[src/rtl/acc_ctrl_pkg.sv]
// Shared definitions for the accumulator issue controller: opcode values,
// instruction field positions and the controller state encoding.
package acc_ctrl_pkg;

    // Opcodes 0x0-0x7 are ALU operations forwarded untouched to the ALU.
    localparam logic [3:0] OP_ADD     = 4'h0;
    localparam logic [3:0] OP_SUB     = 4'h1;
    localparam logic [3:0] OP_ALU_MAX = 4'h7;
    localparam logic [3:0] OP_LDA     = 4'h8;
    localparam logic [3:0] OP_STA     = 4'h9;
    localparam logic [3:0] OP_NOP     = 4'hE;
    localparam logic [3:0] OP_HLT     = 4'hF;

    // Instruction word layout: [31:28] opcode, [27] imm flag, [26:0] field.
    localparam int INSTR_W   = 32;
    localparam int OPC_MSB   = 31;
    localparam int OPC_LSB   = 28;
    localparam int IMM_BIT   = 27;
    localparam int FIELD_MSB = 26;

    typedef enum logic [2:0] {
        IDLE   = 3'd0,
        DECODE = 3'd1,
        MEM    = 3'd2,
        EXEC   = 3'd3,
        WB     = 3'd4,
        HALT   = 3'd5
    } state_t;

endpackage

[src/rtl/acc_instr_decode.sv]
// Combinational decode of the latched instruction word into the class
// flags the controller FSM branches on, plus the zero-extended immediate.
module acc_instr_decode #(
    parameter int DATA_W = 32
) (
    input  logic [31:0]       instr,
    output logic              is_alu,
    output logic              is_lda,
    output logic              is_sta,
    output logic              is_halt,
    output logic              needs_mem,
    output logic [DATA_W-1:0] operand_imm
);
    import acc_ctrl_pkg::*;

    logic [3:0] op;
    logic       imm;

    assign op  = instr[OPC_MSB:OPC_LSB];
    assign imm = instr[IMM_BIT];

    // Classify the opcode; reserved codes and NOP fall through as "nothing".
    always_comb begin
        is_alu      = (op <= OP_ALU_MAX);
        is_lda      = (op == OP_LDA);
        is_sta      = (op == OP_STA);
        is_halt     = (op == OP_HLT);
        // STA always touches memory; loads and ALU ops only without imm.
        needs_mem   = is_sta || ((is_alu || is_lda) && !imm);
        operand_imm = DATA_W'(instr[FIELD_MSB:0]);
    end

endmodule

[src/rtl/acc_exec_ctrl.sv]
// Issue controller for the accumulator datapath: accepts instructions,
// fetches memory operands, sequences the clocked ALU and writes results
// back into the architectural accumulator.
// Optional build macro ACC_CTRL_FLAGS_EN adds registered zero/neg flags.
//
// Instruction handshake: a word transfers on a rising execlk edge where
// instr_valid and instr_ready are both 1. instr_ready is high only in IDLE
// (and never while rst is asserted); instr_valid in any other state is
// ignored and the word is not latched.
module acc_exec_ctrl #(
    parameter int ADDR_W = 16,
    parameter int DATA_W = 32
) (
    input  logic              execlk,
    input  logic              rst,
    input  logic              instr_valid,
    input  logic [31:0]       instr,
    output logic              instr_ready,
    output logic              mem_req,
    output logic              mem_we,
    output logic [ADDR_W-1:0] mem_addr,
    output logic [DATA_W-1:0] mem_wdata,
    input  logic [DATA_W-1:0] mem_rdata,
    input  logic              mem_ack,
    output logic [3:0]        alu_opcode,
    output logic [DATA_W-1:0] alu_acc,
    output logic [DATA_W-1:0] alu_data,
    input  logic [DATA_W-1:0] alu_result,
    output logic [DATA_W-1:0] acc_out,
    output logic              busy,
    output logic              halted
`ifdef ACC_CTRL_FLAGS_EN
    ,
    output logic              zero_flag,
    output logic              neg_flag
`endif
);
    import acc_ctrl_pkg::*;

    state_t              state, state_n;
    logic [31:0]         instr_q;
    logic [DATA_W-1:0]   operand_q;
    logic [DATA_W-1:0]   acc_q;
    logic                acc_we;
    logic [DATA_W-1:0]   acc_d;

    logic                is_alu, is_lda, is_sta, is_halt, needs_mem;
    logic [DATA_W-1:0]   operand_imm;

    acc_instr_decode #(.DATA_W(DATA_W)) u_decode (
        .instr       (instr_q),
        .is_alu      (is_alu),
        .is_lda      (is_lda),
        .is_sta      (is_sta),
        .is_halt     (is_halt),
        .needs_mem   (needs_mem),
        .operand_imm (operand_imm)
    );

    // State register; reset discards any in-flight instruction.
    always_ff @(posedge execlk or posedge rst) begin
        if (rst) state <= IDLE;
        else     state <= state_n;
    end

    // Next-state logic and accumulator write selection.
    always_comb begin
        state_n = state;
        acc_we  = 1'b0;
        acc_d   = alu_result;
        case (state)
            IDLE: begin
                if (instr_valid && instr_ready) state_n = DECODE;
            end
            DECODE: begin
                if (is_halt)        state_n = HALT;
                else if (needs_mem) state_n = MEM;
                else if (is_alu)    state_n = EXEC;
                else begin
                    // Immediate LDA commits here; NOP/reserved do nothing.
                    state_n = IDLE;
                    if (is_lda) begin
                        acc_we = 1'b1;
                        acc_d  = operand_imm;
                    end
                end
            end
            MEM: begin
                if (mem_ack) begin
                    state_n = is_alu ? EXEC : IDLE;
                    if (is_lda) begin
                        acc_we = 1'b1;
                        acc_d  = mem_rdata;
                    end
                end
            end
            EXEC:    state_n = WB;
            WB: begin
                // ALU registered its inputs at the end of EXEC.
                state_n = IDLE;
                acc_we  = 1'b1;
                acc_d   = alu_result;
            end
            HALT:    state_n = HALT;
            default: state_n = IDLE;
        endcase
    end

    // Instruction, operand and accumulator registers.
    always_ff @(posedge execlk or posedge rst) begin
        if (rst) begin
            instr_q   <= '0;
            operand_q <= '0;
            acc_q     <= '0;
        end else begin
            if (state == IDLE && instr_valid && instr_ready) instr_q <= instr;
            if (state == DECODE)             operand_q <= operand_imm;
            else if (state == MEM && mem_ack) operand_q <= mem_rdata;
            if (acc_we) acc_q <= acc_d;
        end
    end

    // Output decode; everything idles at zero outside its active states.
    always_comb begin
        instr_ready = (state == IDLE) && !rst;
        busy        = (state != IDLE) && (state != HALT);
        halted      = (state == HALT);
        mem_req     = (state == MEM);
        mem_we      = mem_req && is_sta;
        mem_addr    = mem_req ? instr_q[ADDR_W-1:0] : '0;
        mem_wdata   = mem_we ? acc_q : '0;
        alu_opcode  = '0;
        alu_acc     = '0;
        alu_data    = '0;
        if (state == EXEC || state == WB) begin
            alu_opcode = instr_q[OPC_MSB:OPC_LSB];
            alu_acc    = acc_q;
            alu_data   = operand_q;
        end
        acc_out     = acc_q;
    end

`ifdef ACC_CTRL_FLAGS_EN
    // Status flags track every accumulator write.
    always_ff @(posedge execlk or posedge rst) begin
        if (rst) begin
            zero_flag <= 1'b1;
            neg_flag  <= 1'b0;
        end else if (acc_we) begin
            zero_flag <= (acc_d == '0);
            neg_flag  <= acc_d[DATA_W-1];
        end
    end
`endif

endmodule

[config.mk]
export PLATFORM = sky130hd
export DESIGN_NAME = acc_exec_ctrl
export DESIGN_NICKNAME = d
export VERILOG_FILES = /design/src/rtl/acc_ctrl_pkg.sv /design/src/rtl/acc_instr_decode.sv /design/src/rtl/acc_exec_ctrl.sv
export SDC_FILE = /design/constraint.sdc
export NUM_CORES = 1
export LEC_CHECK = 0
export BUFFER_PORTS_ARGS = -buffer_cell sky130_fd_sc_hd__clkbuf_2
export CELL_PAD_IN_SITES_DETAIL_PLACEMENT = 0
export CELL_PAD_IN_SITES_GLOBAL_PLACEMENT = 2
export CORE_MARGIN = 3
export CORE_UTILIZATION = 30
export DETAILED_ROUTE_END_ITERATION = 10
export GPL_TIMING_DRIVEN = 0
export PLACE_DENSITY_LB_ADDON = 0.2
export SETUP_SLACK_MARGIN = 0.02
export SLEW_MARGIN = 20
export SYNTH_ARGS = -nofsm -noshare
export SYNTH_HDL_FRONTEND = slang
export SYNTH_SLANG_ARGS = --single-unit
[constraint.sdc]
create_clock -name execlk -period 7.4 [get_ports execlk]
set_input_delay 1.48 -clock execlk [delete_from_list [all_inputs] [get_ports execlk]]
set_output_delay 1.48 -clock execlk [all_outputs]
set_load 0.01 [all_outputs]
== Word level (Yosys, flattened, before mapping) ==
Cells that the tools add are included.

* Register bits: 99

* $lt $le $gt $ge: 1
* Equality and inequality tests: 11
* Multiplexer cells: 26
* Reductions and logical operators: 17

{| class="wikitable"
|+ Operators with widths
! operator !! number
|-
| 32-bit 2-to-1 mux || 11
|-
| 32-bit one-hot mux with 2 select lines || 1
|-
| 16-bit 2-to-1 mux || 1
|-
| 3-bit one-hot mux with 5 select lines || 1
|-
| 4-bit == test (second input constant) || 3
|-
| 3-bit 2-to-1 mux || 3
|-
| 1-bit logical AND || 8
|-
| 3-bit by 2-bit == test with 1-bit output (second input constant) || 2
|-
| 3-bit == test (second input constant) || 2
|-
| 1-bit 2-to-1 mux || 5
|-
| 4-bit by 3-bit less-or-equal comparator with 1-bit output (second input constant) || 1
|-
| 2-bit 2-to-1 mux || 2
|-
| 4-bit 2-to-1 mux || 1
|-
| 3-bit by 1-bit == test with 1-bit output (second input constant) || 1
|-
| 3-bit zero test || 1
|-
| 1-bit logical OR || 3
|-
| 3-bit inequality test (second input constant) || 1
|-
| 1-bit one-hot mux with 3 select lines || 1
|-
| 3-bit nonzero test || 1
|-
| 1-bit zero test || 2
|-
| 2-bit by 1-bit inequality test with 1-bit output (second input constant) || 1
|-
| 2-bit inequality test (second input constant) || 1
|-
| 2-bit AND reduction || 1
|-
| 2-bit nonzero test || 1
|}

== Longest topological paths before layout ==
Gate-level depths: netlist of run 1.

* Word-level depth: 7
* Mapped depth: 9
* Depth with buffers taken out: 6

== By module ==
From an unflattened synthesis of run 1, not the netlist that was laid out.

* Cells, all modules: 634
* Area total of the unflattened synthesis: 6002.0 µm²

{| class="wikitable"
|+ By module, submodules not included
! module !! times used !! cells an instance !! area an instance (µm²) !! seq. area each (µm²)
|-
| acc_exec_ctrl || 1 || 593 || 5709.2 || 2477.4
|-
| acc_instr_decode || 1 || 41 || 292.8 || 0.0
|}

== Worst setup path before layout of run 1 ==
No wires, ideal clock.

* Kind: input to output
* Start: input rst
* End: output instr_ready
* Arrival: 1.960 ns
* Data required time: 5.920 ns
* Slack: 3.960 ns
* Cell stages on the path: 1
* Cells stage by stage: nor4_1

* Longest elaborated chain between the ends: 2

{| class="wikitable"
|+ RTL lines
! item !! line !! RTL
|-
| start, declared || acc_exec_ctrl.sv:15 || <nowiki>input logic rst,</nowiki>
|-
| 1-bit zero test || acc_exec_ctrl.sv:125 || <nowiki>instr_ready = (state == IDLE) && !rst;</nowiki>
|-
| 1-bit logical AND || acc_exec_ctrl.sv:125 ||
|-
| end, declared || acc_exec_ctrl.sv:18 || <nowiki>output logic instr_ready,</nowiki>
|}

Every way passes these cells.

== Worst setup path after layout of run 1 ==
* Start: register state[0]
* End: output mem_wdata[19]

* Longest elaborated chain between the ends: 3

{| class="wikitable"
|+ RTL lines
! item !! line !! RTL
|-
| start, declared || acc_exec_ctrl.sv:40 || <nowiki>state_t state, state_n;</nowiki>
|-
| start signal, assigned || acc_exec_ctrl.sv:63 || <nowiki>else state <= state_n;</nowiki>
|-
| 3-bit by 2-bit == test with 1-bit output || acc_exec_ctrl.sv:128 || <nowiki>mem_req = (state == MEM);</nowiki>
|-
| 1-bit logical AND || acc_exec_ctrl.sv:129 || <nowiki>mem_we = mem_req && is_sta;</nowiki>
|-
| 32-bit 2-to-1 mux || acc_exec_ctrl.sv:131 || <nowiki>mem_wdata = mem_we ? acc_q : '0;</nowiki>
|-
| end, declared || acc_exec_ctrl.sv:22 || <nowiki>output logic [DATA_W-1:0] mem_wdata,</nowiki>
|}

Every way passes these cells.

==> impl_metrics.yaml, run 1 <==
routing:
  detail_route.first_pass.iterations: 5
  drc: 0
  num_vias: 6029
  drt-vias-per-instance: 5.19
  finalWirelength_mm: 23.7
  drt-initial-drc-count: 395
  final_routed_wire_length_divided_by_cell_count_um: 20.4
  drtAntennaViolNets: 0
power:
  power.static_leakage_nw: 3.75
  combPwrFrac_pct: 50.1
  part_of_the_power_in_registers_pct: 34.6
  vdd_ir_drop_max_mv: 0.177
  switching_share_pct: 45.0
  p_int_mw: 1.70
  total_power_mw: 3.10
  power_per_cell_area_nw_per_um2: 398
  clock_power_share_pct: 15.3
  switching_power_mw: 1.39
sta:
  maxSlewHeadroom_pct: 33.4
  finalSetupViolations: 0
  worst_pin_slew_ps: 995
  hold_violations: 0
  period_share_pct: 58.2
  final.min_clock_period_ps: 4300
  holdWs_ps: 475
  layout_setup_ws_ps: 3100
  max_freq_ghz: 0.232
  fin_tns_setup_ps: 0
  grt_setup_unrepaired: "no"
  final.setup_skew_ps: 7.40
  total_count_of_max_transition_violations_in_the_final_report: 0
global_routing:
  groute.layer.met2.usage_pct: 35.7
  global_route.overflow_total: 0
  grt_first_pass_wirelength_mm: 37.0
  grt_antenna_before_repair: 0
  gr_usage_total_pct: 22.0
  grt.met3_usage_pct: 5.54
  most_used_routing_layer: "met2"
  via_count_of_the_first_global_routing_pass: 6319
  grtUsageMet1_pct: 29.3
  grt_start_max_net_pins: 58
setup_path:
  start_kind: "register"
  critical_path.max_stage_delay_ps: 460
  rr_worst_depth: 6
  critPathTopFamily: "buffers and inverters"
  critical_path.endpoint: "mem_wdata[19]"
  crit_slowest_cell: "sky130_fd_sc_hd__clkbuf_1"
  type_of_the_setup_path_with_the_least_slack: "register to primary output"
  regToRegStartpoint: "state[1]"
  timing.rr.end: "operand_q[5]"
  crit_arrival_ps: 2820
  crit_path_cell_trace: "buf_2 -> inv_2 -> nand2_1 -> inv_2 -> buf_2 -> and3_1 -> clkbuf_1 -> and2_1 -> clkbuf_2"
  crit_path_start: "state[0]"
  setup.worst_path.end_class: "primary output"
  timing.critical_path.fanout_max: 10
  data_required_critical_path_ps: 5920
  r2r_setup_slack_ps: 4880
  path_buf_inv: 6
  path_depth: 9
logic_synthesis:
  yosys-top-cells-area: "sky130_fd_sc_hd__dfrtp_1 (42%), sky130_fd_sc_hd__and2_1 (13%), sky130_fd_sc_hd__mux2_2 (6.7%), sky130_fd_sc_hd__nand2_1 (4.8%), sky130_fd_sc_hd__a41oi_1 (4.2%)"
  syn-num-nets: 732
  yosys.area.top_type_share_pct: 42.2
  synth.yosys.warnings: 0
  synth-edff-count: 0
  synth.yosys.seq_area_share_pct: 42.2
  syn-cell-area_um2: 5870
  yosys.area.top_type: "sky130_fd_sc_hd__dfrtp_1"
  netlist_top_cells_count: "sky130_fd_sc_hd__and2_1 (118), sky130_fd_sc_hd__dfrtp_1 (99), sky130_fd_sc_hd__nand2_1 (75)"
  post_synthesis_mean_instance_area_um2: 9.28
  synth_cells: 632
  synthDistinctLibCells: 41
  synth-async-reset-ratio_pct: 100
  synth_ff_type: "sky130_fd_sc_hd__dfrtp_1"
  synth-seq-cells: 99
  synth.most_common_cell: "sky130_fd_sc_hd__and2_1"
clocking:
  clkSlewWorstSetupHoldPaths_ps: 70
  clock_sinks: 99
  max-clock-path-buffers: 2
  cts_setup_buffers: 0
  postCtsHoldBufs: 0
  count_of_cells_resized_by_post_cts_repair: 0
  ctsRootBufferMaster: "sky130_fd_sc_hd__clkbuf_16"
  ctsHtreeMaxLevel: 3
  insertion_delay_ps: 360
  tritoncts: "built"
  cts-buffers-inserted: 9
cells_and_area:
  layoutNonFillerInstCount: 1161
  num-fill-cells: 1979
  share_of_cells_above_drive_strength_1_pct: 37.2
  synthToLayoutAreaGrowth_pct: 32.5
  finish.net_count: 996
  antenna_cells: 0
  seq_area_um2: 2480
  multi_input_comb_area_um2: 3080
outcome:
  run_status: "complete, no violations"
placement:
  placed_cells_incl_taps: 1145
  dp_hpwl_mm: 17.9
  routability_cong: 0.814
  port_buffers: 252
  pre_cts_slack_ps: 3490
floorplan:
  die_width_um: 146
  die_area_um2: 21300
  initial_core_util_pct: 31.0
  num_io_pins: 253
  core.rowCount: 50
  fp.dieH_um: 146
  core_um2: 19000
flow_run:
  timing.max_cap.violations: 0
worst_hold_path:
  timing.hold.worst.class: "register to register"
## through the flow
stage / utilization, % / cell area, um2
after floorplan: - / 5870
after global placement: 39.3 / 7450
after detailed placement: 39.5 / 7490
after CTS: 41.0 / 7780
after global routing: 41.0 / 7780
final: 41.0 / 7780
## worst min-delay path by stage
stage / start / slack, ps / endpoint / cells after the start
floorplan: operand_q[0] / 440 / operand_q[0] / 2
global placement: operand_q[8] / 460 / operand_q[8] / 2
detailed placement: operand_q[8] / 450 / operand_q[8] / 2
CTS: operand_q[12] / 480 / operand_q[12] / 2
global route: operand_q[13] / 510 / operand_q[13] / 2
finish: operand_q[12] / 480 / operand_q[12] / 2
## cells by family after synthesis
| family | Yosys count | synth area share [%] |
|---|---|---|
| compound gates | 130 | 16.4 |
| xor+xnor | 1 | 0.149 |
| buf+inv | 67 | 5.31 |
| flops | 99 | 42.2 |
| mux | 38 | 7.29 |
| simple gates | 297 | 28.7 |
## power by group through the flow
stage | combinational, mW | clock [mW] | sequential (mW)
after floorplan | 0.945 | 0 | 1.02
after global placement | 1.54 | 0 | 1.07
after detailed placement | 1.56 | 0 | 1.08
after CTS | 1.57 | 0.483 | 1.07
after global routing | 1.71 | 0.507 | 1.12
final | 1.55 | 0.473 | 1.07
## tightest hold or removal path: stages (launching register included)
cell                      delay [ps]
sky130_fd_sc_hd__dfrtp_1         340
sky130_fd_sc_hd__nand2_1          50
sky130_fd_sc_hd__nand2_1          60
## layout make-up
| cell class | instances | share of cell area [%] |
|---|---|---|
| buffer | 63 | 3.81 |
| clock buffer | 11 | 3.25 |
| clock inverter | 5 | 0.483 |
| inverter | 4 | 0.257 |
| multi-input combinational | 466 | 39.6 |
| sequential | 99 | 31.9 |
| tap | 260 | 4.18 |
| timing repair buffer | 253 | 16.6 |
## layer usage
layer  part of all wire [%]  vias up
met1                     44     2922
met2                     47      263
met3                    7.1       26
met5                      0        -
met4                    1.7        0
li1                       -     2818
## sequential cells by signal, summed over array words and instances (netlist names)
register / flops
acc_out: 32
instr_q: 32
operand_q: 32
state: 3
## cells in the final DEF (no fill, tap or decap), types with 2 or more instances in the layout
master / Yosys / layout
sky130_fd_sc_hd__clkbuf_16: 0 / 9
sky130_fd_sc_hd__nand2_1: 75 / 75
sky130_fd_sc_hd__clkbuf_8: 0 / 2
sky130_fd_sc_hd__buf_2: 18 / 18
sky130_fd_sc_hd__nor3_1: 11 / 11
sky130_fd_sc_hd__a31oi_1: 32 / 32
sky130_fd_sc_hd__o22ai_1: 11 / 11
sky130_fd_sc_hd__mux2_2: 35 / 35
sky130_fd_sc_hd__o2bb2ai_1: 5 / 5
sky130_fd_sc_hd__and2_1: 118 / 118
sky130_fd_sc_hd__and4_1: 27 / 27
sky130_fd_sc_hd__nor2_1: 14 / 14
sky130_fd_sc_hd__inv_2: 2 / 2
sky130_fd_sc_hd__buf_4: 2 / 2
sky130_fd_sc_hd__clkinv_4: 0 / 2
sky130_fd_sc_hd__a41oi_1: 28 / 28
sky130_fd_sc_hd__clkbuf_2: 0 / 252
sky130_fd_sc_hd__a22oi_1: 16 / 16
sky130_fd_sc_hd__dfrtp_1: 99 / 99
sky130_fd_sc_hd__clkinvlp_4: 0 / 2
sky130_fd_sc_hd__nand3_1: 33 / 33
sky130_fd_sc_hd__o21ai_0: 2 / 2
sky130_fd_sc_hd__nand2b_1: 2 / 2
sky130_fd_sc_hd__nor4bb_1: 2 / 2
sky130_fd_sc_hd__buf_6: 4 / 4
sky130_fd_sc_hd__mux2_1: 3 / 3
sky130_fd_sc_hd__a21oi_1: 4 / 4
sky130_fd_sc_hd__nor2b_1: 7 / 7
sky130_fd_sc_hd__a211oi_1: 27 / 27
sky130_fd_sc_hd__clkbuf_1: 37 / 37
sky130_fd_sc_hd__buf_1: 2 / 2
Note: power is estimated with default switching activity, not from simulation.
==> run 2, diff against run 1 <==
Settings changed: CORE_UTILIZATION 30 to 25.
Clock period 7.4 ns to 3.7 ns, I/O delays scaled along.
==> run 2 against run 1 <==
Effect of this change:
- worst hold slack worse by 47 ps
- count of clock-buffer cells in the layout down 2
- routed wire length increased by 6.1%
- die area rose by 19%
- power is 100% higher
- largest cell class unchanged
- sequential power increased by 100%
- core utilization down 6.8 points
- clock skew grew 3.0 ps
- combinational power is 100% higher
- largest power group unchanged
- critical path depth shrank 1
==> impl_metrics.yaml, run 2 (synthesized netlist as in run 1, its figures left out) <==
routing:
  drtAntennaViolNets: 0
  drc: 0
  finalWirelength_mm: 25.2
  num_vias: 5913
  final_routed_wire_length_divided_by_cell_count_um: 20.7
  detail_route.first_pass.iterations: 5
  drt-vias-per-instance: 4.87
  drt-initial-drc-count: 356
sta:
  worst_pin_slew_ps: 1010
  total_count_of_max_transition_violations_in_the_final_report: 0
  layout_setup_ws_ps: 286
  final.min_clock_period_ps: 3410
  final.setup_skew_ps: 10.4
  hold_violations: 0
  finalSetupViolations: 0
  max_freq_ghz: 0.293
  period_share_pct: 92.3
  grt_setup_unrepaired: "no"
  maxSlewHeadroom_pct: 32.5
worst_hold_path:
  timing.hold.worst.class: "input pin to asynchronous set/reset pin"
clocking:
  ctsHtreeMaxLevel: 3
  max-clock-path-buffers: 2
  clock_sinks: 99
  postCtsHoldBufs: 0
  insertion_delay_ps: 360
  cts-buffers-inserted: 9
  cts_setup_buffers: 0
  tritoncts: "built"
  clkSlewWorstSetupHoldPaths_ps: 70
  ctsRootBufferMaster: "sky130_fd_sc_hd__clkbuf_16"
  count_of_cells_resized_by_post_cts_repair: 0
global_routing:
  global_route.overflow_total: 0
  grt_antenna_before_repair: 1
  via_count_of_the_first_global_routing_pass: 6214
  grt_first_pass_wirelength_mm: 38.7
  gr_usage_total_pct: 19.6
  grt_start_max_net_pins: 57
floorplan:
  fp.dieH_um: 159
  die_area_um2: 25300
  num_io_pins: 253
  die_width_um: 159
  core.rowCount: 55
  initial_core_util_pct: 25.7
  core_um2: 22800
cells_and_area:
  layoutNonFillerInstCount: 1213
  share_of_cells_above_drive_strength_1_pct: 37.4
  final_common_cell: "sky130_fd_sc_hd__clkbuf_2"
  antenna_cells: 0
  multi_input_comb_area_um2: 3080
  seq_area_um2: 2480
  stdcell_area_um2: 7830
  num-fill-cells: 2458
  most_frequent_cells_in_the_layout: "sky130_fd_sc_hd__clkbuf_2 (254), sky130_fd_sc_hd__and2_1 (118), sky130_fd_sc_hd__dfrtp_1 (99), sky130_fd_sc_hd__nand2_1 (75), sky130_fd_sc_hd__mux2_2 (35)"
  finish.net_count: 995
  synthToLayoutAreaGrowth_pct: 33.4
power:
  vdd_ir_drop_max_mv: 0.272
  power.static_leakage_nw: 3.75
  total_power_mw: 6.21
  power_per_cell_area_nw_per_um2: 793
setup_path:
  type_of_the_setup_path_with_the_least_slack: "register to primary output"
  setup.worst_path.end_class: "primary output"
  start_kind: "register"
  data_required_critical_path_ps: 2960
  crit_arrival_ps: 2670
  timing.critical_path.fanout_max: 10
placement:
  port_buffers: 252
  placed_cells_incl_taps: 1198
  pre_cts_slack_ps: 478
  placement.cell_area_um2: 7550
  routability_cong: 0.751
  dp_hpwl_mm: 18.9
flow_run:
  timing.max_cap.violations: 0
outcome:
  run_status: "complete, no violations"
## run 2: worst paths after layout
| kind | slack (ps) | depth (start not counted) | start | to |
|---|---|---|---|---|
| setup / recovery | 290 | 8 | state[2] | mem_wdata[24] |
| hold / removal | 430 | 2 | rst | operand_q[2] |
| setup reg to reg | 1140 | 6 | state[1] | operand_q[2] |
| hold reg to reg | 470 | 2 | operand_q[6] | operand_q[6] |
| max in group asynchronous | 2590 | 3 | rst | operand_q[29] |
| min in group execlk | 470 | 2 | operand_q[6] | operand_q[6] |
## run 2: layer usage
layer | wire length [um] | share of wire, % | global-route usage, % | vias up
met5 | 0 | 0 | 0 | -
met4 | 305 | 1.2 | 4.14 | 0
met3 | 1500 | 6.0 | 4.42 | 17
met2 | 11900 | 47 | 32.4 | 212
met1 | 11500 | 46 | 26.4 | 2864
li1 | - | - | - | 2820
## run 2: power by group
part,switching [mW],internal [mW]
combinational,1.85,1.27
sequential,0.525,1.63
clock,0.472,0.461
total,2.84,3.37
## run 2: through the flow
step                setup TNS [ps]  util (%)  hold slack (ps)
finish                           0      34.3              428
global route                     0      34.3              501
CTS                              0      34.3              469
detailed placement               0      33.1              458
global placement           -122300      32.9              454
floorplan                        0         -              438
## run 2: critical path: stages, from the launching register on
cell,delay [ps]
sky130_fd_sc_hd__dfrtp_1,370
sky130_fd_sc_hd__and2b_1,280
sky130_fd_sc_hd__nand2_1,230
sky130_fd_sc_hd__inv_2,100
sky130_fd_sc_hd__buf_2,230
sky130_fd_sc_hd__and3_1,440
sky130_fd_sc_hd__clkbuf_1,340
sky130_fd_sc_hd__and2_1,180
sky130_fd_sc_hd__clkbuf_2,130
## run 2: cell type report
class,instances,area share (%)
Buffer,62,3.77
Clock buffer,9,2.88
Clock inverter,7,0.655
Inverter,4,0.256
Multi-Input combinational cell,466,39.3
Sequential cell,99,31.6
Tap cell,313,5.00
Timing Repair Buffer,253,16.5
==> run 3, diff against run 2 <==
Settings changed: GPL_TIMING_DRIVEN 0 to 1.
==> run 3 against run 2 <==
Effect of this change:
- critical endpoint is now mem_wdata[9]
- worst hold slack better by 49 ps
- routed wire length is 6.8% lower
- maximum frequency up 3.7%
- final area is 1.6% lower
- core utilization fell by 0.54 points
- critical path type unchanged
- clock skew shrank 3.5 ps
- setup slack improved by 120 ps
==> impl_metrics.yaml, run 3 (synthesized netlist as in run 1, its figures left out) <==
cells_and_area:
  share_of_cells_above_drive_strength_1_pct: 38.7
  final_common_cell: "sky130_fd_sc_hd__clkbuf_2"
  num-fill-cells: 2442
  synthToLayoutAreaGrowth_pct: 31.3
  most_frequent_cells_in_the_layout: "sky130_fd_sc_hd__clkbuf_2 (252), sky130_fd_sc_hd__and2_1 (117), sky130_fd_sc_hd__dfrtp_1 (99), sky130_fd_sc_hd__nand2_1 (73), sky130_fd_sc_hd__mux2_2 (34)"
  antenna_cells: 0
  finish.net_count: 947
flow_run:
  timing.max_cap.violations: 0
clocking:
  ctsHtreeMaxLevel: 3
  count_of_cells_resized_by_post_cts_repair: 0
  clkSlewWorstSetupHoldPaths_ps: 70
  ctsRootBufferMaster: "sky130_fd_sc_hd__clkbuf_16"
  cts-buffers-inserted: 9
  clock_sinks: 99
  postCtsHoldBufs: 0
  insertion_delay_ps: 350
  max-clock-path-buffers: 2
  tritoncts: "built"
  cts_setup_buffers: 0
setup_path:
  timing.critical_path.fanout_max: 32
  crit_arrival_ps: 2550
  r2r_setup_slack_ps: 830
  type_of_the_setup_path_with_the_least_slack: "register to primary output"
  crit_path_start: "state[0]"
  data_required_critical_path_ps: 2960
  start_kind: "register"
  regToRegStartpoint: "state[0]"
  setup.worst_path.end_class: "primary output"
routing:
  num_vias: 5817
  final_routed_wire_length_divided_by_cell_count_um: 20.1
  drt-vias-per-instance: 4.99
  detail_route.first_pass.iterations: 4
  drc: 0
  finalWirelength_mm: 23.5
  drtAntennaViolNets: 0
  drt-initial-drc-count: 336
sta:
  final.min_clock_period_ps: 3290
  grt_setup_unrepaired: "no"
  max_freq_ghz: 0.304
  worst_pin_slew_ps: 993
  total_count_of_max_transition_violations_in_the_final_report: 0
  period_share_pct: 89.0
  hold_violations: 0
  final.setup_skew_ps: 6.90
  fin_tns_setup_ps: 0
  layout_setup_ws_ps: 407
  finalSetupViolations: 0
  maxSlewHeadroom_pct: 33.5
  holdWs_ps: 477
placement:
  dp_hpwl_mm: 16.1
  routability_cong: 0.773
  port_buffers: 252
  pre_cts_slack_ps: 655
floorplan:
  num_io_pins: 253
  die_width_um: 159
  initial_core_util_pct: 25.7
  core.rowCount: 55
  fp.dieH_um: 159
  core_um2: 22800
  die_area_um2: 25300
global_routing:
  grt_antenna_before_repair: 0
  grt_start_max_net_pins: 74
  gr_usage_total_pct: 18.4
  global_route.overflow_total: 0
  via_count_of_the_first_global_routing_pass: 6096
  grt_first_pass_wirelength_mm: 37.2
power:
  power_per_cell_area_nw_per_um2: 807
  vdd_ir_drop_max_mv: 0.354
  power.static_leakage_nw: 3.67
  total_power_mw: 6.21
worst_hold_path:
  min_from: "operand_q[14]"
  timing.hold.worst.class: "register to register"
outcome:
  run_status: "complete, no violations"
run 3: cell count changes in the layout (fill, tap and decap cells not counted), moves of 4 or more:
cell / previous run / this run
sky130_fd_sc_hd__buf_6: 4 / 0
sky130_fd_sc_hd__buf_2: 18 / 0
sky130_fd_sc_hd__clkbuf_1: 34 / 1
sky130_fd_sc_hd__buf_4: 2 / 15
run 3: cell type report:
| type | instances | area, um2 | share of cell area [%] |
|---|---|---|---|
| clock buffers | 11 | 243 | 3.15 |
| clock inverters | 5 | 83.8 | 1.09 |
| inverters | 4 | 17.5 | 0.227 |
| multi-input cells | 466 | 3120 | 40.5 |
| flip-flops and latches | 99 | 2480 | 32.2 |
| well taps | 313 | 392 | 5.08 |
| repair buffers | 267 | 1370 | 17.8 |
run 3: metrics by stage:
| stage | instance area (um2) | cells | utilization (%) |
|---|---|---|---|
| 6_report | 7700 | 1165 | 33.7 |
| 5_1_grt | 7700 | 1165 | 33.7 |
| 4_1_cts | 7700 | 1165 | 33.7 |
| 3_5_place_dp | 7370 | 1149 | 32.3 |
| 3_3_place_gp | 7370 | 1149 | 32.3 |
| 2_1_floorplan | 5870 | 632 | - |
run 3: power breakdown:
group | switching (mW) | internal, mW | leakage, nW | total, mW
registers | 0.576 | 1.63 | 1.17 | 2.21
clock network | 0.450 | 0.615 | 0.152 | 1.06
logic | 1.71 | 1.23 | 2.34 | 2.94
total | 2.74 | 3.48 | 3.67 | 6.21
run 3: routing by layer:
metal  global-route usage [%]  vias to the layer above  share of wire [%]
li1                         -                     2732                  -
met1                     24.5                     2893                 46
met2                     30.6                      175                 47
met3                     4.53                       17                5.2
met4                     3.74                        0                1.3
met5                        0                        -                  0
run 3: path summary, 6_finish.rpt:
kind / to / depth (start not counted)
max in group asynchronous: instr_q[9] / 3
worst max-delay path: mem_wdata[9] / 8
worst max register to register: operand_q[26] / 8
worst min-delay path: operand_q[14] / 2
min in group asynchronous: operand_q[0] / 2
worst min register to register: operand_q[14] / 2
run 3: critical path: stages (launching register included):
cell and delay [ps]:
sky130_fd_sc_hd__dfrtp_1 510, sky130_fd_sc_hd__inv_2 120, sky130_fd_sc_hd__buf_4 380, sky130_fd_sc_hd__nand2_2 100, sky130_fd_sc_hd__inv_2 70, sky130_fd_sc_hd__and3_1 380
sky130_fd_sc_hd__buf_4 330, sky130_fd_sc_hd__and2_1 170, sky130_fd_sc_hd__clkbuf_2 130
